### src/rtl/spi_master_cfg.sv
// Parametrised 4-wire SPI master: one {rw, addr, data} frame per start pulse, MSB first.
// Define SPI_MASTER_CFG_LOOPBACK_EN to enable the internal MOSI->MISO loopback.
module spi_master_cfg #(
    parameter int unsigned ADDR_W  = 4,
    parameter int unsigned DATA_W  = 20,
    parameter int unsigned CLK_DIV = 4,
    parameter bit          CPOL    = 1'b0,
    parameter bit          CPHA    = 1'b0
) (
    input  logic              clk,
    input  logic              rst,
    input  logic              start,
    input  logic              rw,
    input  logic [ADDR_W-1:0] addr,
    input  logic [DATA_W-1:0] wrdata,
    input  logic              loopback,
    output logic              busy,
    output logic              done,
    output logic              rd_ok,
    output logic [DATA_W-1:0] rddata,
    output logic              sclk,
    output logic              cs_n,
    output logic              mosi,
    input  logic              miso
);

    localparam int unsigned FRAME_LEN = 1 + ADDR_W + DATA_W;
    localparam int unsigned DIV_W     = (CLK_DIV > 1) ? $clog2(CLK_DIV) : 1;
    localparam int unsigned CNT_W     = $clog2(2 * FRAME_LEN);
    localparam logic [DIV_W-1:0] DIV_LAST = DIV_W'(CLK_DIV - 1);
    localparam logic [CNT_W-1:0] CNT_LAST = CNT_W'(2 * FRAME_LEN - 1);

    typedef enum logic [2:0] {StIdle, StSetup, StShift, StHold, StGap} state_e;

    state_e               state_q, state_d;
    logic [DIV_W-1:0]     div_q, div_d;
    logic [CNT_W-1:0]     cnt_q, cnt_d;
    logic [FRAME_LEN-1:0] tx_q, tx_d;
    logic [DATA_W-1:0]    rx_q, rx_d;
    logic [DATA_W-1:0]    rddata_q, rddata_d;
    logic                 rw_q, rw_d;
    logic                 sclk_q, sclk_d;
    logic                 mosi_q, mosi_d;
    logic                 done_q, done_d;
    logic                 rd_ok_q, rd_ok_d;
    logic                 miso_int;
    logic                 div_end;
    logic                 sample_now;

`ifdef SPI_MASTER_CFG_LOOPBACK_EN
    logic loop_q;

    // Loopback select is frozen for the whole frame, including the gap.
    always_ff @(posedge clk) begin
        if (rst) begin
            loop_q <= 1'b0;
        end else if (state_q == StIdle) begin
            loop_q <= loopback;
        end
    end

    assign miso_int = loop_q ? mosi_q : miso;
`else
    logic unused_loopback;
    assign unused_loopback = loopback;
    assign miso_int        = miso;
`endif

    assign div_end = (div_q == DIV_LAST);
    // Even half-periods end in a leading edge; CPHA moves sampling to the trailing one.
    assign sample_now = ~cnt_q[0] ^ CPHA;

    always_comb begin
        state_d  = state_q;
        div_d    = div_q + DIV_W'(1);
        cnt_d    = cnt_q;
        tx_d     = tx_q;
        rx_d     = rx_q;
        rddata_d = rddata_q;
        rw_d     = rw_q;
        sclk_d   = CPOL;
        mosi_d   = mosi_q;
        done_d   = 1'b0;
        rd_ok_d  = 1'b0;

        unique case (state_q)
            StIdle: begin
                div_d = '0;
                cnt_d = '0;
                if (start) begin
                    state_d = StSetup;
                    rw_d    = rw;
                    tx_d    = {rw, addr, (rw ? {DATA_W{1'b0}} : wrdata)};
                    mosi_d  = CPHA ? 1'b0 : rw;
                end
            end
            StSetup: begin
                if (div_end) begin
                    state_d = StShift;
                    div_d   = '0;
                    cnt_d   = '0;
                end
            end
            StShift: begin
                sclk_d = sclk_q;
                if (div_end) begin
                    div_d  = '0;
                    sclk_d = ~sclk_q;
                    cnt_d  = cnt_q + CNT_W'(1);
                    if (sample_now) begin
                        rx_d = (rx_q << 1) | DATA_W'(miso_int);
                    end else begin
                        // CPHA=0 already shows bit 0, so the next bit is one below the MSB.
                        mosi_d = CPHA ? tx_q[FRAME_LEN-1] : tx_q[FRAME_LEN-2];
                        tx_d   = tx_q << 1;
                    end
                    if (cnt_q == CNT_LAST) begin
                        state_d = StHold;
                        cnt_d   = '0;
                    end
                end
            end
            StHold: begin
                if (div_end) begin
                    state_d = StGap;
                    div_d   = '0;
                    done_d  = 1'b1;
                    rd_ok_d = rw_q;
                    mosi_d  = 1'b0;
                    if (rw_q) begin
                        rddata_d = rx_q;
                    end
                end
            end
            StGap: begin
                if (div_end) begin
                    state_d = StIdle;
                    div_d   = '0;
                end
            end
            default: begin
                state_d = StIdle;
            end
        endcase
    end

    always_ff @(posedge clk) begin
        if (rst) begin
            state_q  <= StIdle;
            div_q    <= '0;
            cnt_q    <= '0;
            tx_q     <= '0;
            rx_q     <= '0;
            rddata_q <= '0;
            rw_q     <= 1'b0;
            sclk_q   <= CPOL;
            mosi_q   <= 1'b0;
            done_q   <= 1'b0;
            rd_ok_q  <= 1'b0;
        end else begin
            state_q  <= state_d;
            div_q    <= div_d;
            cnt_q    <= cnt_d;
            tx_q     <= tx_d;
            rx_q     <= rx_d;
            rddata_q <= rddata_d;
            rw_q     <= rw_d;
            sclk_q   <= sclk_d;
            mosi_q   <= mosi_d;
            done_q   <= done_d;
            rd_ok_q  <= rd_ok_d;
        end
    end

    assign busy   = (state_q != StIdle);
    assign cs_n   = !((state_q == StSetup) || (state_q == StShift) || (state_q == StHold));
    assign sclk   = sclk_q;
    assign mosi   = mosi_q;
    assign done   = done_q;
    assign rd_ok  = rd_ok_q;
    assign rddata = rddata_q;

endmodule

### config.mk
export PLATFORM = sky130hd
export DESIGN_NAME = spi_master_cfg
export DESIGN_NICKNAME = d
export VERILOG_FILES = /design/src/rtl/spi_master_cfg.sv
export SDC_FILE = /design/constraint.sdc
export NUM_CORES = 1
export LEC_CHECK = 0
export BUFFER_PORTS_ARGS = -buffer_cell sky130_fd_sc_hd__buf_2
export CELL_PAD_IN_SITES_DETAIL_PLACEMENT = 1
export CELL_PAD_IN_SITES_GLOBAL_PLACEMENT = 1
export CORE_UTILIZATION = 41
export CTS_CLUSTER_DIAMETER = 200
export CTS_CLUSTER_SIZE = 12
export DETAILED_ROUTE_END_ITERATION = 12
export GPL_TIMING_DRIVEN = 0
export PLACE_DENSITY = 0.86
export REMOVE_ABC_BUFFERS = 1
export SKIP_CTS_REPAIR_TIMING = 1
export SYNTH_ARGS = -nofsm -noshare
export SYNTH_HDL_FRONTEND = slang
export SYNTH_SLANG_ARGS = --single-unit
### constraint.sdc
create_clock -name clk -period 2.35 [get_ports clk]
set_clock_uncertainty 0.05 [all_clocks]
set_input_delay 0.235 -clock clk [delete_from_list [all_inputs] [get_ports clk]]
set_output_delay 0.235 -clock clk [all_outputs]
set_load 0.03 [all_outputs]
==> impl_metrics.xml <==
<?xml version="1.0" encoding="UTF-8"?>
<metrics>
  <group name="global_route">
    <metric name="grt_max_degree" unit="">78</metric>
    <metric name="globalRouteTotalUtil" unit="%">18.9</metric>
    <metric name="global_route_wire_length_before_repair" unit="um">12900</metric>
    <metric name="first_global_vias" unit="">2778</metric>
    <metric name="antenna_found_initial" unit="">0</metric>
    <metric name="grt_overflow_total" unit="">0</metric>
  </group>
  <group name="cells_and_area">
    <metric name="num-nets-final" unit="">481</metric>
    <metric name="final_core_util" unit="%">50.4</metric>
    <metric name="final_area" unit="mm^2">0.00391</metric>
    <metric name="num-fill-cells" unit="">947</metric>
    <metric name="drive_above_1_share" unit="%">19.9</metric>
    <metric name="synthToLayoutAreaGrowth" unit="%">18.2</metric>
    <metric name="n_antenna_cell" unit="">0</metric>
    <metric name="seqCellArea" unit="mm^2">0.00160</metric>
    <metric name="multi_input_area" unit="mm^2">0.00158</metric>
  </group>
  <group name="min_path">
    <metric name="hold_path_depth" unit="">3</metric>
    <metric name="timing.hold.worst.start" unit="">miso</metric>
    <metric name="min_path_type" unit="">in2reg</metric>
  </group>
  <group name="floorplanning">
    <metric name="design.portCount" unit="">56</metric>
    <metric name="floorplan.die.width" unit="um">91.9</metric>
    <metric name="design.die.area" unit="mm^2">0.00844</metric>
    <metric name="start_util" unit="%">42.6</metric>
    <metric name="die-height" unit="um">91.9</metric>
    <metric name="area_of_the_placeable_core" unit="mm^2">0.00777</metric>
    <metric name="rows" unit="">32</metric>
  </group>
  <group name="synth">
    <metric name="mappedNetlistArea" unit="mm^2">0.00331</metric>
    <metric name="postSynth.topFlopCell" unit="">sky130_fd_sc_hd__dfxtp_1</metric>
    <metric name="count_of_flip_flops_with_a_built_in_enable_after_synthesis" unit="">0</metric>
    <metric name="avg_synthesized_cell_area" unit="um^2">8.11</metric>
    <metric name="yosysSeqAreaShare" unit="%">48.4</metric>
    <metric name="number_of_synthesized_register_bits" unit="">80</metric>
    <metric name="yosys_warnings" unit="">0</metric>
    <metric name="post-synth-top-area-fraction" unit="%">48.4</metric>
    <metric name="synthTopCellsByArea" unit="">sky130_fd_sc_hd__dfxtp_1 48%, sky130_fd_sc_hd__nand2_1 11%, sky130_fd_sc_hd__a21oi_1 10%</metric>
    <metric name="netlist_instances" unit="">408</metric>
    <metric name="netlist.top_cell.by_area" unit="">sky130_fd_sc_hd__dfxtp_1</metric>
    <metric name="ys_types" unit="">38</metric>
    <metric name="synth-async-reset-ratio" unit="%">0</metric>
  </group>
  <group name="timing">
    <metric name="max_slew_violation_total_from_the_final_report" unit="">0</metric>
    <metric name="setup-violations-final" unit="">0</metric>
    <metric name="relSlewSlack" unit="%">7.01</metric>
    <metric name="fmax" unit="MHz">478</metric>
    <metric name="accumulated_negative_setup_slack" unit="ps">0</metric>
    <metric name="final_layout_worst_hold_slack" unit="ps">86.8</metric>
    <metric name="worst_pin_slew" unit="ps">1390</metric>
    <metric name="rsz_0062_raised_after_global_routing" unit="">no</metric>
    <metric name="layout_min_cycle_time" unit="ps">2090</metric>
    <metric name="timing.final.crit_share" unit="%">89.0</metric>
    <metric name="final-hold-violation-count" unit="">0</metric>
  </group>
  <group name="clock_network">
    <metric name="htreeDepth" unit="">3</metric>
    <metric name="cts_tree" unit="">yes</metric>
    <metric name="clockRootBuffer" unit="">sky130_fd_sc_hd__clkbuf_8</metric>
    <metric name="clkSlewWorstSetupHoldPaths" unit="ps">90</metric>
    <metric name="cts_buffers" unit="">9</metric>
    <metric name="worst_skew_pair.late_latency" unit="ps">350</metric>
    <metric name="cts_max_path_buffers" unit="">2</metric>
    <metric name="cts_sinks" unit="">80</metric>
  </group>
  <group name="power">
    <metric name="p_per_area" unit="mW/mm^2">669</metric>
    <metric name="leakagePower" unit="nW">1.42</metric>
    <metric name="irDropWorstVdd" unit="mV">0.280</metric>
  </group>
  <group name="drt">
    <metric name="met2_wirelength" unit="um">3810</metric>
    <metric name="route.detailed.drc" unit="">0</metric>
    <metric name="top_layer_used" unit="">met4</metric>
    <metric name="wl_met1" unit="um">3610</metric>
    <metric name="finalWirelength" unit="um">7870</metric>
    <metric name="wl_per_cell" unit="um">14.2</metric>
    <metric name="final_antenna_net_count" unit="">0</metric>
    <metric name="wl_met3" unit="um">337</metric>
    <metric name="drt-pass1-iter-count" unit="">4</metric>
    <metric name="drt_iter0_markers" unit="">70</metric>
    <metric name="detailroute.via_count" unit="">2934</metric>
    <metric name="post_drt_via_cell_ratio" unit="">5.29</metric>
  </group>
  <group name="setup_path">
    <metric name="reg2reg_from" unit="">div_q[0]</metric>
    <metric name="timing.critical_path.from" unit="">div_q[0]</metric>
    <metric name="crit_required" unit="ps">2470</metric>
    <metric name="worstPathMaxFanout" unit="">20</metric>
    <metric name="end_kind" unit="">flip-flop</metric>
    <metric name="worst_r2r_path_depth" unit="">5</metric>
    <metric name="critical_path.startpoint_type" unit="">flip-flop</metric>
    <metric name="data_arrival_critical_path" unit="ps">2210</metric>
    <metric name="timing_worst_setup_path_type" unit="">reg2reg</metric>
  </group>
  <group name="placement">
    <metric name="gp_congestion" unit="">0.710</metric>
    <metric name="post_dp_hpwl" unit="um">4900</metric>
    <metric name="port_buffers" unit="">54</metric>
    <metric name="placed_cell_area" unit="mm^2">0.00366</metric>
  </group>
  <group name="outcome">
    <metric name="status" unit="">completed</metric>
  </group>
  <group name="flow_run">
    <metric name="max_cap_violations" unit="">0</metric>
  </group>
</metrics>
[area by class of cell]
class | instances | share of cell area, %
clock buffers | 11 | 3.61
clock inverters | 5 | 1.44
inverters | 5 | 0.480
multi-input cells | 290 | 40.3
flip-flops and latches | 80 | 41.0
well taps | 102 | 3.26
repair buffers | 62 | 9.88
[synth_stat cells (all sizes together), types with 2 or more instances]
cell / number
dfxtp: 80
buf: 17
clkbuf: 17
nor2: 33
o21ai: 3
and4: 2
or3: 2
or3b: 3
nor3: 5
or4: 3
a21oi: 66
inv: 5
nor3b: 22
xnor2: 4
nand3: 4
a311oi: 5
ha: 3
a211oi: 22
nand2: 95
a31oi: 2
nand2b: 3
[critical path, stage by stage (launching register included)]
cell	delay [ps]
sky130_fd_sc_hd__dfxtp_1	360
sky130_fd_sc_hd__ha_2	340
sky130_fd_sc_hd__nand2_1	120
sky130_fd_sc_hd__or4_1	770
sky130_fd_sc_hd__nand2_1	190
sky130_fd_sc_hd__a21oi_1	90
[layout by cell type (no fill, tap or decap), types with 2 or more instances in the layout]
cell type	n
sky130_fd_sc_hd__nand2_1	95
sky130_fd_sc_hd__dfxtp_1	78
sky130_fd_sc_hd__a21oi_1	66
sky130_fd_sc_hd__buf_2	54
sky130_fd_sc_hd__nor2_1	33
sky130_fd_sc_hd__a211oi_1	21
sky130_fd_sc_hd__nor3b_1	20
sky130_fd_sc_hd__clkbuf_8	10
sky130_fd_sc_hd__nor3_1	5
sky130_fd_sc_hd__inv_1	5
sky130_fd_sc_hd__a311oi_1	5
sky130_fd_sc_hd__nand3_1	4
sky130_fd_sc_hd__xnor2_1	4
sky130_fd_sc_hd__buf_4	4
sky130_fd_sc_hd__o21ai_0	3
sky130_fd_sc_hd__nand2b_1	3
sky130_fd_sc_hd__or4_1	3
sky130_fd_sc_hd__or3b_2	2
sky130_fd_sc_hd__or3_1	2
sky130_fd_sc_hd__and4_1	2
sky130_fd_sc_hd__a31oi_1	2
sky130_fd_sc_hd__ha_1	2
sky130_fd_sc_hd__clkinv_2	2
sky130_fd_sc_hd__buf_16	2
sky130_fd_sc_hd__dfxtp_2	2
[worst paths after layout]
| kind | slack, ps | endpoint |
|---|---|---|
| worst max-delay path | 260 | rx_q[8] |
| worst min-delay path | 90 | rx_q[0] |
| worst max register to register | 260 | rx_q[8] |
| worst min register to register | 400 | div_q[0] |
[registers in the layout, summed over array words and instances (netlist names)]
signal / count
tx_q: 24
rddata: 20
rx_q: 20
cnt_q: 6
state_q: 3
div_q: 2
done: 1
mosi: 1
rd_ok: 1
rw_q: 1
sclk: 1
[per-stage QoR]
stage	cells	power [W]	setup slack, ps
after global placement	530	0.00161	-2720
after CTS	551	0.00263	-216
after floorplan	374	0.00155	-1640
final	555	0.00262	258
after detailed placement	535	0.00163	-167
after global routing	555	0.00273	115
[metal layers]
| layer | GRT usage, % | vias up |
|---|---|---|
| li1 | - | 1482 |
| met1 | 23.0 | 1383 |
| met2 | 33.0 | 57 |
| met3 | 4.15 | 12 |
| met4 | 6.25 | 0 |
| met5 | 0 | - |
[report_power, final]
part           internal (W)  leakage (nW)  switching (W)
Combinational     0.0000854         0.675       0.000106
Sequential          0.00139         0.651      0.0000273
Clock              0.000518        0.0993       0.000490
Total               0.00200          1.42       0.000623
[logic make-up (layout without fill, tap and decap cells)]
logic type | count (synthesis) | in the layout | synth area share, %
buffers and inverters | 39 | 83 | 5.29
XOR/XNOR | 4 | 4 | 1.06
flip-flops | 80 | 80 | 48.4
AO/OA/AOI/OAI | 104 | 105 | 18.6
adder cells (fa/ha/maj) | 3 | 3 | 1.13
multiplexers | 1 | 1 | 0.302
AND/OR/NAND/NOR | 177 | 177 | 25.2
Note: power is estimated with default switching activity, not from simulation.
